**config.mk**
```make
export PLATFORM = sky130hd
export DESIGN_NAME = uart_rx_frontend_flat
export DESIGN_NICKNAME = d
export VERILOG_FILES = /design/src/rtl/uart_rx_frontend_if.sv /design/src/rtl/uart_rx_frontend.sv /design/src/flat_wrapper.sv
export SDC_FILE = /design/constraint.sdc
export NUM_CORES = 1
export LEC_CHECK = 0
export ABC_AREA = 1
export CORE_MARGIN = 4
export CORE_UTILIZATION = 57
export DETAILED_ROUTE_END_ITERATION = 8
export GPL_TIMING_DRIVEN = 0
export PLACE_DENSITY = 0.89
export SLEW_MARGIN = 20
export SYNTH_ARGS = -nofsm -noshare
export SYNTH_HDL_FRONTEND = slang
export SYNTH_SLANG_ARGS = --single-unit
```
**constraint.sdc**
```tcl
create_clock -name clk_i -period 2.3 [get_ports clk_i]
set_clock_uncertainty 0.1 [all_clocks]
set_input_delay 0.46 -clock clk_i [delete_from_list [all_inputs] [get_ports clk_i]]
set_output_delay 0.46 -clock clk_i [all_outputs]
set_load 0.01 [all_outputs]
```
**src/rtl/uart_rx_frontend_if.sv**
```systemverilog
// Handshake bundle between the UART rx front end and its environment:
// line/config inputs and the per-frame result that feeds the rx FIFO.
interface uart_rx_frontend_if #(
  parameter int DIV_WIDTH = 16
);
  logic                 en_i;
  logic [DIV_WIDTH-1:0] baud_div_i;
  logic [3:0]           data_size_i;
  logic                 parity_en_i;
  logic                 parity_odd_i;
  logic [1:0]           stop_size_i;
  logic                 rx_i;
  logic [8:0]           data_o;
  logic                 valid_o;
  logic                 parity_err_o;
  logic                 frame_err_o;
  logic                 break_o;
  logic                 busy_o;

  modport slave (
    input  en_i, baud_div_i, data_size_i, parity_en_i, parity_odd_i, stop_size_i, rx_i,
    output data_o, valid_o, parity_err_o, frame_err_o, break_o, busy_o
  );

  modport master (
    output en_i, baud_div_i, data_size_i, parity_en_i, parity_odd_i, stop_size_i, rx_i,
    input  data_o, valid_o, parity_err_o, frame_err_o, break_o, busy_o
  );
endinterface

```
**src/rtl/uart_rx_frontend.sv**
```systemverilog
// Oversampling UART receiver: rx sync, tick generator, start validation,
// 2-of-3 bit voting and frame assembly with parity/stop/break flags.
module uart_rx_frontend #(
  parameter int OVERSAMPLE = 16,
  parameter int DIV_WIDTH  = 16
) (
  input logic               clk_i,
  input logic               rst_ni,
  uart_rx_frontend_if.slave bus
);
  localparam int OSW = $clog2(OVERSAMPLE);
  localparam int M   = OVERSAMPLE / 2;
  localparam logic [OSW-1:0] OS_LAST = OSW'(OVERSAMPLE - 1);
  localparam logic [OSW-1:0] OS_S0   = OSW'(M - 1);
  localparam logic [OSW-1:0] OS_S1   = OSW'(M);
  localparam logic [OSW-1:0] OS_VOTE = OSW'(M + 1);

  typedef enum logic [2:0] {
    S_IDLE, S_START, S_DATA, S_PARITY, S_STOP, S_WAIT_HIGH
  } state_t;

  logic [1:0]           r_sync;
  logic [DIV_WIDTH-1:0] r_tick_cnt;
  state_t               r_state;
  logic [OSW-1:0]       r_os_cnt;
  logic [3:0]           r_bit_cnt;
  logic                 r_s0, r_s1;
  logic [8:0]           r_data_sr;
  logic                 r_par_bit;
  logic                 r_stop_idx;
  logic [3:0]           r_size;
  logic                 r_par_en, r_par_odd, r_two_stop;
  logic [8:0]           r_data;
  logic                 r_valid, r_perr, r_ferr, r_brk;

  logic       w_rx_s, w_tick, w_vote, w_vote_tick, w_bit_end, w_par_err;
  logic [3:0] w_size;

  assign w_rx_s      = r_sync[1];
  assign w_tick      = bus.en_i && (r_tick_cnt == bus.baud_div_i);
  assign w_vote      = (r_s0 & r_s1) | (r_s0 & w_rx_s) | (r_s1 & w_rx_s);
  assign w_vote_tick = w_tick && (r_os_cnt == OS_VOTE);
  assign w_bit_end   = w_tick && (r_os_cnt == OS_LAST);
  assign w_par_err   = r_par_en && ((^r_data_sr ^ r_par_bit) != r_par_odd);
  assign w_size      = (bus.data_size_i < 4'd6) ? 4'd6 :
                       (bus.data_size_i > 4'd9) ? 4'd9 : bus.data_size_i;

  always_ff @(posedge clk_i or negedge rst_ni) begin
    if (!rst_ni) r_sync <= 2'b11;
    else         r_sync <= {r_sync[0], bus.rx_i};
  end

  always_ff @(posedge clk_i or negedge rst_ni) begin
    if (!rst_ni)                                r_tick_cnt <= '0;
    else if (!bus.en_i || w_tick)               r_tick_cnt <= '0;
    else                                        r_tick_cnt <= r_tick_cnt + 1'b1;
  end

  always_ff @(posedge clk_i or negedge rst_ni) begin
    if (!rst_ni) begin
      r_state    <= S_IDLE;
      r_os_cnt   <= '0;
      r_bit_cnt  <= '0;
      r_s0       <= 1'b1;
      r_s1       <= 1'b1;
      r_data_sr  <= '0;
      r_par_bit  <= 1'b0;
      r_stop_idx <= 1'b0;
      r_size     <= 4'd8;
      r_par_en   <= 1'b0;
      r_par_odd  <= 1'b0;
      r_two_stop <= 1'b0;
      r_data     <= '0;
      r_valid    <= 1'b0;
      r_perr     <= 1'b0;
      r_ferr     <= 1'b0;
      r_brk      <= 1'b0;
    end else begin
      r_valid <= 1'b0;
      if (!bus.en_i) begin
        r_state  <= S_IDLE;
        r_os_cnt <= '0;
      end else begin
        if (w_tick && r_os_cnt == OS_S0) r_s0 <= w_rx_s;
        if (w_tick && r_os_cnt == OS_S1) r_s1 <= w_rx_s;
        if (w_tick && r_state != S_IDLE && r_state != S_WAIT_HIGH)
          r_os_cnt <= (r_os_cnt == OS_LAST) ? '0 : r_os_cnt + 1'b1;
        case (r_state)
          S_IDLE: if (w_tick && !w_rx_s) begin
            r_state    <= S_START;
            r_os_cnt   <= '0;
            r_bit_cnt  <= '0;
            r_data_sr  <= '0;
            r_par_bit  <= 1'b0;
            r_stop_idx <= 1'b0;
            r_size     <= w_size;
            r_par_en   <= bus.parity_en_i;
            r_par_odd  <= bus.parity_odd_i;
            r_two_stop <= (bus.stop_size_i == 2'b10);
          end
          S_START: begin
            if (w_vote_tick && w_vote) begin
              r_state  <= S_IDLE;
              r_os_cnt <= '0;
            end else if (w_bit_end) begin
              r_state   <= S_DATA;
              r_bit_cnt <= '0;
            end
          end
          S_DATA: begin
            if (w_vote_tick) r_data_sr[r_bit_cnt] <= w_vote;
            if (w_bit_end) begin
              if (r_bit_cnt == r_size - 4'd1) r_state <= r_par_en ? S_PARITY : S_STOP;
              else                            r_bit_cnt <= r_bit_cnt + 4'd1;
            end
          end
          S_PARITY: begin
            if (w_vote_tick) r_par_bit <= w_vote;
            if (w_bit_end)   r_state   <= S_STOP;
          end
          S_STOP: if (w_vote_tick) begin
            // Emit on the vote itself rather than bit end so an early next start is caught.
            if (r_two_stop && !r_stop_idx && w_vote) begin
              r_stop_idx <= 1'b1;
            end else begin
              r_data   <= r_data_sr;
              r_valid  <= 1'b1;
              r_perr   <= w_par_err;
              r_ferr   <= !w_vote;
              r_brk    <= !w_vote && (r_data_sr == 9'd0) && !r_par_bit;
              r_state  <= w_vote ? S_IDLE : S_WAIT_HIGH;
              r_os_cnt <= '0;
            end
          end
          S_WAIT_HIGH: if (w_rx_s) r_state <= S_IDLE;
          default: r_state <= S_IDLE;
        endcase
      end
    end
  end

  assign bus.data_o       = r_data;
  assign bus.valid_o      = r_valid;
  assign bus.parity_err_o = r_perr;
  assign bus.frame_err_o  = r_ferr;
  assign bus.break_o      = r_brk;
  assign bus.busy_o       = (r_state != S_IDLE);
endmodule

```
**src/flat_wrapper.sv**
```systemverilog
// flat-port wrapper written by rule: the top's interface ports become plain ports
module uart_rx_frontend_flat 
#(
  parameter int OVERSAMPLE = 16,
  parameter int DIV_WIDTH  = 16
)
  (clk_i, rst_ni, bus_en_i, bus_baud_div_i, bus_data_size_i, bus_parity_en_i, bus_parity_odd_i, bus_stop_size_i, bus_rx_i, bus_data_o, bus_valid_o, bus_parity_err_o, bus_frame_err_o, bus_break_o, bus_busy_o);
  uart_rx_frontend_if #(.DIV_WIDTH(DIV_WIDTH)) bus_i ();
  input logic clk_i;
  input logic rst_ni;
  input wire logic [$bits(bus_i.en_i)-1:0] bus_en_i;
  input wire logic [$bits(bus_i.baud_div_i)-1:0] bus_baud_div_i;
  input wire logic [$bits(bus_i.data_size_i)-1:0] bus_data_size_i;
  input wire logic [$bits(bus_i.parity_en_i)-1:0] bus_parity_en_i;
  input wire logic [$bits(bus_i.parity_odd_i)-1:0] bus_parity_odd_i;
  input wire logic [$bits(bus_i.stop_size_i)-1:0] bus_stop_size_i;
  input wire logic [$bits(bus_i.rx_i)-1:0] bus_rx_i;
  output wire logic [$bits(bus_i.data_o)-1:0] bus_data_o;
  output wire logic [$bits(bus_i.valid_o)-1:0] bus_valid_o;
  output wire logic [$bits(bus_i.parity_err_o)-1:0] bus_parity_err_o;
  output wire logic [$bits(bus_i.frame_err_o)-1:0] bus_frame_err_o;
  output wire logic [$bits(bus_i.break_o)-1:0] bus_break_o;
  output wire logic [$bits(bus_i.busy_o)-1:0] bus_busy_o;
  assign bus_i.en_i = bus_en_i;
  assign bus_i.baud_div_i = bus_baud_div_i;
  assign bus_i.data_size_i = bus_data_size_i;
  assign bus_i.parity_en_i = bus_parity_en_i;
  assign bus_i.parity_odd_i = bus_parity_odd_i;
  assign bus_i.stop_size_i = bus_stop_size_i;
  assign bus_i.rx_i = bus_rx_i;
  assign bus_data_o = bus_i.data_o;
  assign bus_valid_o = bus_i.valid_o;
  assign bus_parity_err_o = bus_i.parity_err_o;
  assign bus_frame_err_o = bus_i.frame_err_o;
  assign bus_break_o = bus_i.break_o;
  assign bus_busy_o = bus_i.busy_o;
  uart_rx_frontend #(.OVERSAMPLE(OVERSAMPLE), .DIV_WIDTH(DIV_WIDTH)) u_core (.clk_i(clk_i), .rst_ni(rst_ni), .bus(bus_i));
endmodule
```
==> flow_summary_export.csv, run 1 <==
group,metric,value,unit
power,pwr-share-seq,35.7,%
power,switching_share,36.46,%
worst_setup_path,critPathKind,"primary input to flop",
placed_design,port-buffer-count,40,
power,leakagePower,2.413,nW
run_status,status,"finished clean",
synthesis,yosysMostFrequentCell,"nand2_1",
cells_and_area,fin_util,71.41,%
synthesis,synth_cell_types,37,
cells_and_area,stdcell_area,4825,sq um
min_path,hold_class,"flop to flop",
worst_setup_path,critPathLaunchType,"primary input",
synthesis,ys_top_cells_by_area,"dfrtp_1 36%, nand2_1 13%, inv_1 8.3%",
power,p_sw,1.235,mW
worst_setup_path,crit_fanout,7,
cells_and_area,syn_to_final_growth,22.69,%
cells_and_area,final_nets,646,
timing,maxSlewHeadroom,70.78,%
cells_and_area,drive_above_1_share,13.28,%
placed_design,dp_hpwl,6.444,mm
drt,routedWlPerCell,13.07,microns
drt,drt_pass1_iterations,5,
synthesis,ys_top_cells_by_count,"135 x nand2_1, 87 x inv_1, 73 x nor2_1",
drt,vias,3661,
synthesis,synthesis.nets,588,
synthesis,synth_ff_type,"dfrtp_1",
timing,period_share,97.85,%
synthesis,ys_seq_elements,62,
drt,drcViolationCount,0,
job,maxCapViolCount,0,
timing,fmax,444.4,MHz
clock_network,clockBufferDepth,2,
power,peakVddDrop,0.4260,mV
worst_setup_path,cp-end-kind,"flop",
clock_network,numCtsBuffers,9,
global_route,first_global_vias,3397,
global_route,grt_util_met1,26.71,%
min_path,min_path_cells,0,
global_route,antenna_found_initial,0,
synthesis,avgSynthCellArea,7.189,sq um
timing,setup_viol,0,
drt,ant_nets,0,
global_route,grtUsageMet3,3.563,%
global_route,globalRoute.busiestLayer,"met2",
timing,finalMaxSlewViolations,0,
floorplanning,die_x,91.06,microns
timing,rsz0062_at_grt,"true",
timing,layout_min_cycle_time,2.250,ns
timing,worst_slew_pin_slew,0.4378,ns
synthesis,synth_top_area_share,36.27,%
drt,routed_wl,9.015,mm
floorplanning,die-area,8292,sq um
synthesis,ys_seq_area_share,39.61,%
timing,setup_tns,0,ns
power,p_int,2.152,mW
placed_design,placed_cells,668,
worst_setup_path,r2r_cells,13,
synthesis,syn_inst,547,
power,p_per_area,701.9,nW/um^2
cells_and_area,layout.cells.non_filler,690,
global_route,grt_use_total,21.39,%
power,pwr-share-clk,31.9,%
clock_network,cts_root_buf,"clkbuf_8",
clock_network,clk_pin_slew,0.07,ns
placed_design,gp_routability_congestion,0.8628,
clock_network,clock_sinks,62,
global_route,met2_usage,36.97,%
global_route,grt_max_degree,55,
synthesis,synth_area_leader_cell,"dfrtp_1",
clock_network,cts_tree,"built",
floorplanning,die_y,91.06,microns
clock_network,clock_latency,0.36,ns
synthesis,synth_edf_count,0,
floorplanning,core,6756,sq um
floorplanning,start_util,58.20,%
floorplanning,ioPinCount,42,
global_route,gr-total-overflow,0,
cells_and_area,antenna_cells,0,
clock_network,cts_max_level,3,
global_route,grt_first_pass_wirelength,14.65,mm
synthesis,netlist_area,3933,sq um
timing,final-hold-violation-count,0,
drt,via_per_inst,5.306,
worst_setup_path,arrival,2.40,ns
worst_setup_path,required,2.45,ns
synthesis,yosysWarnings,0,
placed_design,dpl_cell_area,4458,sq um
drt,drtIter0Drc,347,
floorplanning,rows,30,
synthesis,async_flop_share,100.0,%
power,combPwrFrac,32.4,%
-- power by group through the flow --
stage,Sequential (mW),Clock [mW],Combinational (mW)
after floorplan,1.21,0,0.706
after global placement,1.22,0,0.937
after detailed placement,1.22,0,0.967
after CTS,1.20,1.09,0.976
after global routing,1.22,1.13,1.22
final,1.21,1.08,1.10
-- layout make-up --
class / instances / area [sq um]
Buffer: 6 / 31.28
Clock buffer: 9 / 123.9
Clock inverter: 7 / 97.59
Fill cell: 502 / 1932
Inverter: 95 / 356.6
Multi-Input combinational cell: 384 / 2067
Sequential cell: 62 / 1558
Tap cell: 80 / 100.1
Timing Repair Buffer: 47 / 490.5
-- worst max-delay path: stages --
cell	delay (ns)
clkdlybuf4s50_1	0.53
xnor2_1	0.13
nand2_1	0.07
nor2_1	0.12
nand2_2	0.10
nor2_8	0.23
nand2_4	0.11
nor3_4	0.24
buf_6	0.16
nor2_1	0.05
a21oi_1	0.12
inv_1	0.06
-- cell families after synthesis --
logic type,Yosys count,synth area share [%]
simple gates,278,32.10
buf+inv,101,9.863
fa+ha+maj,13,4.136
flops,62,39.61
compound gates,75,10.28
xor+xnor,18,4.009
-- worst paths after layout --
path	from	end	slack, ns
max	bus_baud_div_i[15]	u_core.r_par_odd$_DFFE_PN0P_	0.05
min	u_core.r_sync[0]$_DFF_PN1_	u_core.r_sync[1]$_DFF_PN1_	0.26
max reg2reg	u_core.r_tick_cnt[9]$_DFF_PN0_	u_core.r_par_odd$_DFFE_PN0P_	0.15
min reg2reg	u_core.r_sync[0]$_DFF_PN1_	u_core.r_sync[1]$_DFF_PN1_	0.26
max in group asynchronous	rst_ni	u_core.r_s0$_DFFE_PN1P_	1.17
min in group asynchronous	rst_ni	u_core.r_data_sr[0]$_DFFE_PN0P_	0.38
-- layer usage --
metal | wire length (microns) | vias to the layer above
met1 | 3870 | 1703
met5 | 0 | -
met2 | 4438 | 106
li1 | - | 1833
met4 | 189 | 0
met3 | 516 | 19
-- repair_timing --
item                                    4_1_cts  5_1_grt
endpoints found under the hold margin         8        0
resized for setup                             2       30
hold buffers                                  1        0
endpoints found under the setup margin        1       39
pin swaps                                     0       10
buffers inserted                              0        5
-- flip-flops by register name, summed over array words and instances, names as in the netlist --
name	flops
u_core.r_s0	1
u_core.r_state	3
u_core.r_par_en	1
u_core.r_s1	1
u_core.r_par_bit	1
u_core.bus.frame_err_o	1
u_core.bus.parity_err_o	1
u_core.r_stop_idx	1
u_core.r_two_stop	1
u_core.r_data_sr	9
u_core.r_tick_cnt	16
u_core.bus.data_o	9
u_core.r_bit_cnt	4
u_core.bus.break_o	1
u_core.r_size	4
u_core.r_sync	2
u_core.r_os_cnt	4
u_core.bus.valid_o	1
u_core.r_par_odd	1
-- placed cells by master (no fill, tap or decap), types with 4 or more instances in the layout --
cell type	instances
nand2_1	132
inv_1	84
nor2_1	69
dfrtp_1	57
clkdlybuf4s50_1	32
nand3_1	28
a21oi_1	27
o21ai_0	21
o21ai_1	18
ha_1	13
inv_2	11
xnor2_1	9
xor2_1	9
clkbuf_8	9
nor2_2	8
nor3_1	8
buf_4	6
dlymetal6s2s_1	6
nand2_2	5
dfstp_2	5
nand2_4	4
or2_2	4
nand4_1	4
buf_2	4
-- stage by stage --
stage	total power, mW	hold slack (ns)	setup slack [ns]
6_report	3.386	0.2574	0.04955
2_1_floorplan	1.914	0.06441	0.4142
5_1_grt	3.566	0.2679	-0.08854
3_3_place_gp	2.157	0.2472	-1.274
3_5_place_dp	2.189	0.2011	-0.3279
4_1_cts	3.267	0.2593	0.02367
Note: power is estimated with default switching activity, not from simulation.
==> run 2, diff against run 1 <==
- CORE_ASPECT_RATIO: not set -> 2
==> flow_summary_export.csv, run 2 (synthesis results as in run 1) <==
group,metric,value,unit
run_status,status,"finished clean",
drt,via_per_inst,5.381,
timing,finalMaxSlewViolations,0,
drt,routedWlPerCell,15.24,microns
timing,fmax,438.4,MHz
drt,drt_pass1_iterations,4,
placed_design,place_ws,-0.3992,ns
worst_setup_path,rr_endpoint,"u_core.r_os_cnt[0]$_DFF_PN0_",
drt,drtIter0Drc,251,
power,pwr-share-seq,30.9,%
cells_and_area,drive_above_1_share,17.56,%
timing,setup_viol,0,
worst_setup_path,crit_fanout,7,
cells_and_area,final_nets,651,
global_route,first_global_vias,3934,
floorplanning,ioPinCount,42,
power,combPwrFrac,29.1,%
placed_design,dp_hpwl,7.731,mm
global_route,grt_max_degree,36,
drt,vias,3783,
worst_setup_path,arrival,2.39,ns
placed_design,gp_routability_congestion,0.9679,
floorplanning,die_x,66.74,microns
worst_setup_path,critPathLaunchType,"primary input",
cells_and_area,largest_register_ffs,16,
drt,routed_wl,10.71,mm
timing,worst_slew_pin_slew,0.3824,ns
power,pwr-share-clk,39.9,%
placed_design,port-buffer-count,40,
power,leakagePower,2.574,nW
timing,fin_ws,0.01903,ns
drt,ant_nets,0,
timing,setup_tns,0,ns
min_path,hold_start,"u_core.r_sync[0]$_DFF_PN1_",
floorplanning,core,6674,sq um
worst_setup_path,required,2.41,ns
min_path,hold_class,"flop to flop",
cells_and_area,stdcell_area,5091,sq um
clock_network,cts_root_buf,"clkbuf_16",
floorplanning,die_y,125.5,microns
min_path,min_path_cells,0,
placed_design,dpl_cell_area,4461,sq um
cells_and_area,final_cell_mix,"127 x nand2_1, 82 x inv_1, 62 x nor2_1, 54 x dfrtp_1",
clock_network,clock_latency,0.34,ns
drt,drcViolationCount,0,
global_route,grt_use_total,26.70,%
worst_setup_path,crit_path_start,"bus_baud_div_i[4]",
worst_setup_path,r2r-start,"u_core.r_tick_cnt[5]$_DFF_PN0_",
min_path,hold_end,"u_core.r_sync[1]$_DFF_PN1_",
global_route,antenna_found_initial,0,
power,p_per_area,771.3,nW/um^2
power,switching_share,33.65,%
worst_setup_path,cp-end-kind,"flop",
clock_network,clockBufferDepth,2,
clock_network,numCtsBuffers,9,
timing,maxSlewHeadroom,74.50,%
timing,layout_min_cycle_time,2.281,ns
floorplanning,start_util,58.92,%
clock_network,cts_tree,"built",
global_route,grt_first_pass_wirelength,17.15,mm
timing,final-hold-violation-count,0,
clock_network,cts_max_level,3,
cells_and_area,antenna_cells,0,
floorplanning,die-area,8373,sq um
job,maxCapViolCount,0,
cells_and_area,syn_to_final_growth,29.46,%
power,p_sw,1.322,mW
cells_and_area,final_common_cell,"nand2_1",
clock_network,clock_sinks,62,
power,p_int,2.605,mW
cells_and_area,top_register,"u_core.r_tick_cnt",
worst_setup_path,r2r_cells,13,
timing,period_share,99.17,%
floorplanning,rows,42,
worst_setup_path,critPathKind,"primary input to flop",
worst_setup_path,rrSetupSlack,0.06,ns
power,peakVddDrop,0.6151,mV
global_route,gr-total-overflow,0,
clock_network,clk_pin_slew,0.05,ns
cells_and_area,fin_util,76.28,%
==> run 2: cell types whose count changed in the layout (fill, tap and decap cells not counted), moves of 4 or more <==
cell | before | now
nor2_2 | 8 | 12
nand2_2 | 5 | 10
clkbuf_16 | 0 | 9
clkdlybuf4s50_1 | 32 | 26
nand2_1 | 132 | 127
clkbuf_8 | 9 | 0
o21ai_1 | 18 | 23
nor2_1 | 69 | 62
o21ai_0 | 21 | 15
dlymetal6s2s_1 | 6 | 13
==> run 2: through the flow <==
step	power (mW)	hold WS, ns	instances
after global routing	4.122	0.2671	703
after detailed placement	2.219	0.2497	676
after CTS	3.866	0.2573	697
final	3.927	0.2560	703
after global placement	2.201	0.2456	675
after floorplan	1.914	0.06441	547
==> run 2: layout make-up <==
cell class	instances	area, sq um
Fill cell	480	1583
Tap cell	88	110.1
Clock inverter	7	120.1
Buffer	6	31.28
Multi-Input combinational cell	384	2137
Inverter	95	356.6
Clock buffer	9	225.2
Timing Repair Buffer	52	549.3
Sequential cell	62	1562
==> run 2: repair_timing <==
item,4_1_cts,5_1_grt
buffers inserted,4,5
pin swaps,2,25
gates cloned,0,1
setup endpoints to repair,16,47
hold endpoints to repair,23,0
hold buffers,1,0
gates resized for setup,7,62
==> run 2: how the worst max path moves through the flow <==
stage | to | slack [ns]
after CTS | u_core.r_data_sr[1]$_DFFE_PN0P_ | 0.002
final | u_core.r_os_cnt[0]$_DFF_PN0_ | 0.02
after detailed placement | u_core.r_two_stop$_DFFE_PN0P_ | -0.40
after global placement | u_core.r_tick_cnt[15]$_DFF_PN0_ | -1.22
after floorplan | u_core.r_data_sr[0]$_DFFE_PN0P_ | 0.41
after global routing | u_core.r_tick_cnt[15]$_DFF_PN0_ | -0.13
==> run 2: metal layers <==
layer | track usage [%] | share of wire, % | up-vias
li1 | - | - | 1843
met5 | 0 | 0 | -
met1 | 24.55 | 33 | 1763
met4 | 15.45 | 6.4 | 0
met2 | 51.29 | 57 | 126
met3 | 4.399 | 3.8 | 51
==> run 2: worst max-delay path, stage by stage <==
cell	delay (ns)
clkdlybuf4s50_1	0.49
inv_1	0.06
nand2_2	0.07
nand3_2	0.08
nor2_2	0.11
nand2_2	0.10
nor2_8	0.22
nand2_4	0.10
nor3_4	0.27
buf_4	0.16
o21ai_0	0.07
o21ai_1	0.12
nor2_1	0.08
==> run 2: power by group through the flow <==
stage	Clock, mW	Sequential, mW	Combinational [mW]
floorplan	0	1.21	0.706
global placement	0	1.23	0.973
detailed placement	0	1.23	0.993
CTS	1.58	1.21	1.07
global route	1.63	1.23	1.26
finish	1.57	1.22	1.14
